File: src/rtl/freq_multi_monitor.sv
`timescale 1ns/1ps
`default_nettype none
// +----------------------------------------------------------------------------+
// | freq_multi_monitor : sweeps the counter result RAM once per start pulse and |
// |   checks every channel's frequency against its unsigned [lo,hi] limits.    |
// |   Optional macro FREQ_MON_FILTER_EN: fault only after MISS_N bad scans.    |
// | Revision: 1.0 - initial release                                            |
// +----------------------------------------------------------------------------+
module freq_multi_monitor #(
   parameter int NF     = 8,
   parameter int NA     = 3,
   parameter int UW     = 28,
   parameter int RD_LAT = 2
`ifdef FREQ_MON_FILTER_EN
  ,parameter int MISS_N = 3
`endif
) (
   input  logic          clk,
   input  logic          rst_n,
   input  logic          enable_i,
   input  logic          start_i,
   output logic [NA-1:0] addr_o,
   input  logic [UW-1:0] frequency_i,
   input  logic          lim_we_i,
   input  logic [NA-1:0] lim_addr_i,
   input  logic          lim_hi_i,
   input  logic [UW-1:0] lim_wdata_i,
   input  logic [NF-1:0] fault_clr_i,
   output logic          busy_o,
   output logic          done_o,
   output logic [NF-1:0] fault_o,
   output logic [NF-1:0] in_range_o,
   output logic [15:0]   scan_count_o
);

   localparam int WW = (RD_LAT > 1) ? $clog2(RD_LAT) : 1;
   localparam logic [WW-1:0] C_WRELOAD = WW'(RD_LAT - 1);

   typedef enum logic [1:0] {S_IDLE, S_WAIT, S_CHECK, S_DONE} state_t;

   state_t        state_q, state_d;
   logic [NA-1:0] addr_q, addr_d;
   logic [WW-1:0] wcnt_q, wcnt_d;
   logic          busy_q, busy_d;
   logic          done_q, done_d;
   logic [NF-1:0] fault_q, fault_d;
   logic [NF-1:0] inr_q, inr_d;
   logic [15:0]   scan_q, scan_d;
   logic [UW-1:0] lo_q [NF];
   logic [UW-1:0] hi_q [NF];

   logic          w_ok;
   logic          w_check;
   logic          w_abort;
   logic [NF-1:0] w_set;

   assign w_ok    = (lo_q[addr_q] <= frequency_i) && (frequency_i <= hi_q[addr_q]);
   assign w_check = (state_q == S_CHECK) && enable_i;
   assign w_abort = (state_q != S_IDLE) && !enable_i;

`ifdef FREQ_MON_FILTER_EN
   localparam int MW = $clog2(MISS_N + 1);
   logic [MW-1:0] miss_q [NF];
   logic [MW-1:0] miss_d [NF];

   // Fault fires only on the bad check that brings the counter up to MISS_N.
   always_comb begin
      miss_d = miss_q;
      w_set  = '0;
      if (w_check) begin
         if (w_ok) begin
            miss_d[addr_q] = '0;
         end else begin
            if (miss_q[addr_q] != MW'(MISS_N))
               miss_d[addr_q] = miss_q[addr_q] + MW'(1);
            if (miss_q[addr_q] == MW'(MISS_N - 1))
               w_set[addr_q] = 1'b1;
         end
      end
   end

   always_ff @(posedge clk or negedge rst_n) begin
      if (!rst_n) begin
         for (int i = 0; i < NF; i++) miss_q[i] <= '0;
      end else begin
         miss_q <= miss_d;
      end
   end
`else
   always_comb begin
      w_set = '0;
      if (w_check && !w_ok) w_set[addr_q] = 1'b1;
   end
`endif

   always_comb begin
      state_d = state_q;
      addr_d  = addr_q;
      wcnt_d  = wcnt_q;
      busy_d  = busy_q;
      done_d  = 1'b0;
      inr_d   = inr_q;
      scan_d  = scan_q;
      if (w_abort) begin
         state_d = S_IDLE;
         busy_d  = 1'b0;
      end else begin
         case (state_q)
            S_IDLE: begin
               if (start_i && enable_i) begin
                  addr_d  = '0;
                  wcnt_d  = C_WRELOAD;
                  busy_d  = 1'b1;
                  state_d = S_WAIT;
               end
            end
            S_WAIT: begin
               if (wcnt_q == '0) state_d = S_CHECK;
               else              wcnt_d  = wcnt_q - WW'(1);
            end
            S_CHECK: begin
               inr_d[addr_q] = w_ok;
               if (addr_q == NA'(NF - 1)) begin
                  state_d = S_DONE;
               end else begin
                  addr_d  = addr_q + NA'(1);
                  wcnt_d  = C_WRELOAD;
                  state_d = S_WAIT;
               end
            end
            S_DONE: begin
               done_d  = 1'b1;
               busy_d  = 1'b0;
               scan_d  = scan_q + 16'd1;
               state_d = S_IDLE;
            end
            default: state_d = S_IDLE;
         endcase
      end
      // A set in the same cycle as a clear wins.
      fault_d = (fault_q & ~fault_clr_i) | w_set;
   end

   always_ff @(posedge clk or negedge rst_n) begin
      if (!rst_n) begin
         state_q <= S_IDLE;
         addr_q  <= '0;
         wcnt_q  <= '0;
         busy_q  <= 1'b0;
         done_q  <= 1'b0;
         fault_q <= '0;
         inr_q   <= '0;
         scan_q  <= '0;
      end else begin
         state_q <= state_d;
         addr_q  <= addr_d;
         wcnt_q  <= wcnt_d;
         busy_q  <= busy_d;
         done_q  <= done_d;
         fault_q <= fault_d;
         inr_q   <= inr_d;
         scan_q  <= scan_d;
      end
   end

   // Limits written in a channel's CHECK cycle take effect from the next check.
   always_ff @(posedge clk or negedge rst_n) begin
      if (!rst_n) begin
         for (int i = 0; i < NF; i++) begin
            lo_q[i] <= '0;
            hi_q[i] <= '1;
         end
      end else if (lim_we_i) begin
         if (lim_hi_i) hi_q[lim_addr_i] <= lim_wdata_i;
         else          lo_q[lim_addr_i] <= lim_wdata_i;
      end
   end

   assign addr_o       = addr_q;
   assign busy_o       = busy_q;
   assign done_o       = done_q;
   assign fault_o      = fault_q;
   assign in_range_o   = inr_q;
   assign scan_count_o = scan_q;

endmodule
`default_nettype wire

File: config.mk
export PLATFORM = sky130hd
export DESIGN_NAME = freq_multi_monitor
export DESIGN_NICKNAME = d
export VERILOG_FILES = /design/src/rtl/freq_multi_monitor.sv
export SDC_FILE = /design/constraint.sdc
export NUM_CORES = 1
export LEC_CHECK = 0
export BUFFER_PORTS_ARGS = -buffer_cell sky130_fd_sc_hd__buf_2
export CAP_MARGIN = 20
export CORE_MARGIN = 2
export CORE_UTILIZATION = 66
export CTS_BUF_LIST = sky130_fd_sc_hd__clkbuf_8
export DETAILED_ROUTE_END_ITERATION = 7
export HOLD_SLACK_MARGIN = 0.08
export PLACE_DENSITY = 0.93
export SLEW_MARGIN = 5
export SYNTH_ARGS = -nofsm -noshare
export SYNTH_HDL_FRONTEND = slang
export SYNTH_SLANG_ARGS = --single-unit
File: constraint.sdc
create_clock -name clk -period 9.1 [get_ports clk]
set_clock_uncertainty 0.1 [all_clocks]
set_input_delay 1.365 -clock clk [delete_from_list [all_inputs] [get_ports clk]]
set_output_delay 1.365 -clock clk [all_outputs]
set_load 0.05 [all_outputs]
==> flow_metrics.tcl <==
set metrics [dict create \
    path_class "flip-flop to flip-flop" \
    viasPerCell 6.84 \
    cp.arrival_ns 5.42 \
    ys.flop_type "dfrtp_1" \
    hp-class "flip-flop to flip-flop" \
    ir_drop_mv 0.129 \
    avgSynthCellArea_um2 13.5 \
    postCtsSetupBuffers 0 \
    drive_above_1_share_pct 51.9 \
    hold_viol_final 0 \
    slew_violations 0 \
    grtUsageTotal_pct 33.7 \
    start_kind "flip-flop" \
    synthArstFlopShare_pct 100 \
    netlist.area_leader.share_pct 29.6 \
    finalCritPeriodShare_pct 55.1 \
    drt-total-wl_um 59000 \
    rows 67 \
    syn_to_final_growth_pct 11.1 \
    clkTransAtPathRegs_ns 0.06 \
    clock-sinks 488 \
    drt_pre_antenna_iters 6 \
    syn-cell-area_um2 22300 \
    yosysTopAreaCell "dfrtp_1" \
    synth_area_leaders "dfrtp_1, dfstp_2, mux2_2" \
    grt_pass1_wl_um 91500 \
    ys_warn_count 0 \
    yosysMostFrequentCell "mux2_2" \
    outcome "finished clean" \
    postLayoutCoreUtil_pct 74.2 \
    num_vias 15408 \
    synth-compound-area-share_pct 9.86 \
    synthMuxAreaShare_pct 22.7 \
    synth_common_cells "mux2_2, dfrtp_1, dfstp_2, a22oi_1, clkbuf_1" \
    path_delay_family "simple AND/OR/NAND/NOR gates" \
    grt_pass1_vias 16394 \
    ant_nets 0 \
    maxSlewHeadroom_pct 20.5 \
    dieHeight_um 188 \
    portBuffers 109 \
    synth_edf_count 0 \
    core_um2 33400 \
    synth-simple-area-share_pct 4.59 \
    cts_hold_buf 0 \
    synth_xor_xnor_area_share_pct 0.589 \
    synth_adder_area_share_pct 3.31 \
    synth_top_family_by_area "multiplexers" \
    instances_no_fill 2254 \
    num-fill-cells 1959 \
    die_w_um 188 \
    crit_fanout 35 \
    place_inst 2109 \
    p_leak_uw 0.0105 \
    antenna_found_initial 2 \
    drt_iter0_drc 1489 \
    powerDensity_nw_per_um2 238 \
    cts_max_level 3 \
    worst_path_most_repeated_cell "a22oi_1" \
    nets 1873 \
    cap_violations 0 \
    crit_slowest_cell "and3_2" \
    clock_path_buffers 3 \
    cpPeakStageDelay_ns 0.71 \
    worstMarginPinSlew_ns 1.19 \
    initial_core_util_pct 66.8 \
    cts_buffers 77 \
    cts_resized 0 \
    cp.buffers_inverters 1 \
    grt_max_degree 198 \
    cts_tree "done" \
    setup_tns_ns 0 \
    finalSetupViolations 0 \
    fmax_ghz 0.199 \
    dieArea_um2 35300 \
    io_pins 110 \
    postSynthCellCount 1653 \
    clkLatencyLatePin_ns 0.62 \
    avgRoutedWirePerCell_um 26.2 \
    clock-root-buffer "clkbuf_8" \
    place_hpwl_um 32000 \
    critPathRequiredTime_ns 9.50 \
    grt.overflow.total 0 \
    path_cells "and3_2 > buf_4 > a22oi_1 > and4_1 > ha_1 > nand4_1 > nor4_1 > a22oi_1 > or4_1 > a32o_1" \
    fin_total_pwr_uw 5900 \
    crit_path_end_kind "flip-flop" \
    gp_congestion 0.841 \
    drc 0 \
    ys_types 53 \
    rsz0062_at_grt "no" \
    synth_fp_nets 1785 \
    yosysSeqAreaShare_pct 56.1 \
    final.min_clock_period_ns 5.02 \
    synth_seq_cells 488 \
]
routing by layer:
metal	GRT usage, %	vias up	wire length [um]
met5	0	-	7
met4	20.8	2	3100
met3	7.24	255	5400
met2	54.3	881	28600
met1	41.8	7901	21900
li1	-	6369	-
metrics by stage:
stage / worst slack [ns] / hold slack, ns / cell area, um^2
finish: 4.08 / 0.375 / 24800
global route: 3.98 / 0.412 / 24800
CTS: 4.26 / 0.377 / 24700
detailed placement: 4.24 / 0.370 / 23200
global placement: 4.45 / 0.360 / 23200
floorplan: 5.06 / 0.380 / 22300
registers in the layout, summed over array words and instances (netlist names):
register	flops
lo_q	224
in_range_o	8
done_o	1
fault_o	8
busy_o	1
scan_count_o	16
addr_o	3
wcnt_q	1
hi_q	224
state_q	2
power breakdown:
group / switching [uW] / internal [uW] / total (uW)
clock network: 847 / 963 / 1810
registers: 279 / 2810 / 3090
logic: 475 / 521 / 996
total: 1600 / 4300 / 5900
cells in the final DEF (no fill, tap or decap), types with 6 or more instances in the layout:
cell type	n
dfrtp_1	264
a21oi_1	32
a31oi_1	6
nand2_1	26
and4_1	22
a221oi_1	8
and3_1	9
inv_1	83
a22oi_1	215
a22o_1	6
mux2_2	449
o21ai_0	9
nor2_1	12
buf_4	20
clkbuf_8	94
nor2_4	11
xnor2_1	11
buf_2	108
ha_1	59
nand3_1	13
dfstp_2	224
nand4_1	44
worst paths after layout:
kind | from | to | cells past startpoint | slack, ns
min in group asynchronous | rst_n | lo_q[145] | 1 | 0.82
max in group asynchronous | rst_n | lo_q[106] | 2 | 6.42
worst min-delay path | scan_count_o[15] | scan_count_o[15] | 1 | 0.37
worst max register to register | addr_o[0] | fault_o[2] | 10 | 4.08
worst min register to register | scan_count_o[15] | scan_count_o[15] | 1 | 0.37
worst max-delay path | addr_o[0] | fault_o[2] | 10 | 4.08
cell families (layout without fill, tap and decap cells):
kind of cell / after synthesis / after routing
fa+ha+maj: 59 / 59
buf+inv: 166 / 318
mux: 450 / 450
simple gates: 173 / 173
compound gates: 302 / 302
xor+xnor: 15 / 15
other cells: 0 / 1
flops: 488 / 488
cell type report:
cell class | count | area [um^2] | area share (%)
Clock buffer | 94 | 1290 | 5.22
Inverter | 44 | 165 | 0.667
Timing Repair Buffer | 131 | 753 | 3.04
Sequential cell | 488 | 12500 | 50.4
Multi-Input combinational cell | 999 | 9270 | 37.4
Antenna cell | 1 | 2.50 | 0.0101
Tap cell | 448 | 561 | 2.26
Clock inverter | 49 | 231 | 0.935
No activity file was read; power rests on OpenSTA's default activity.
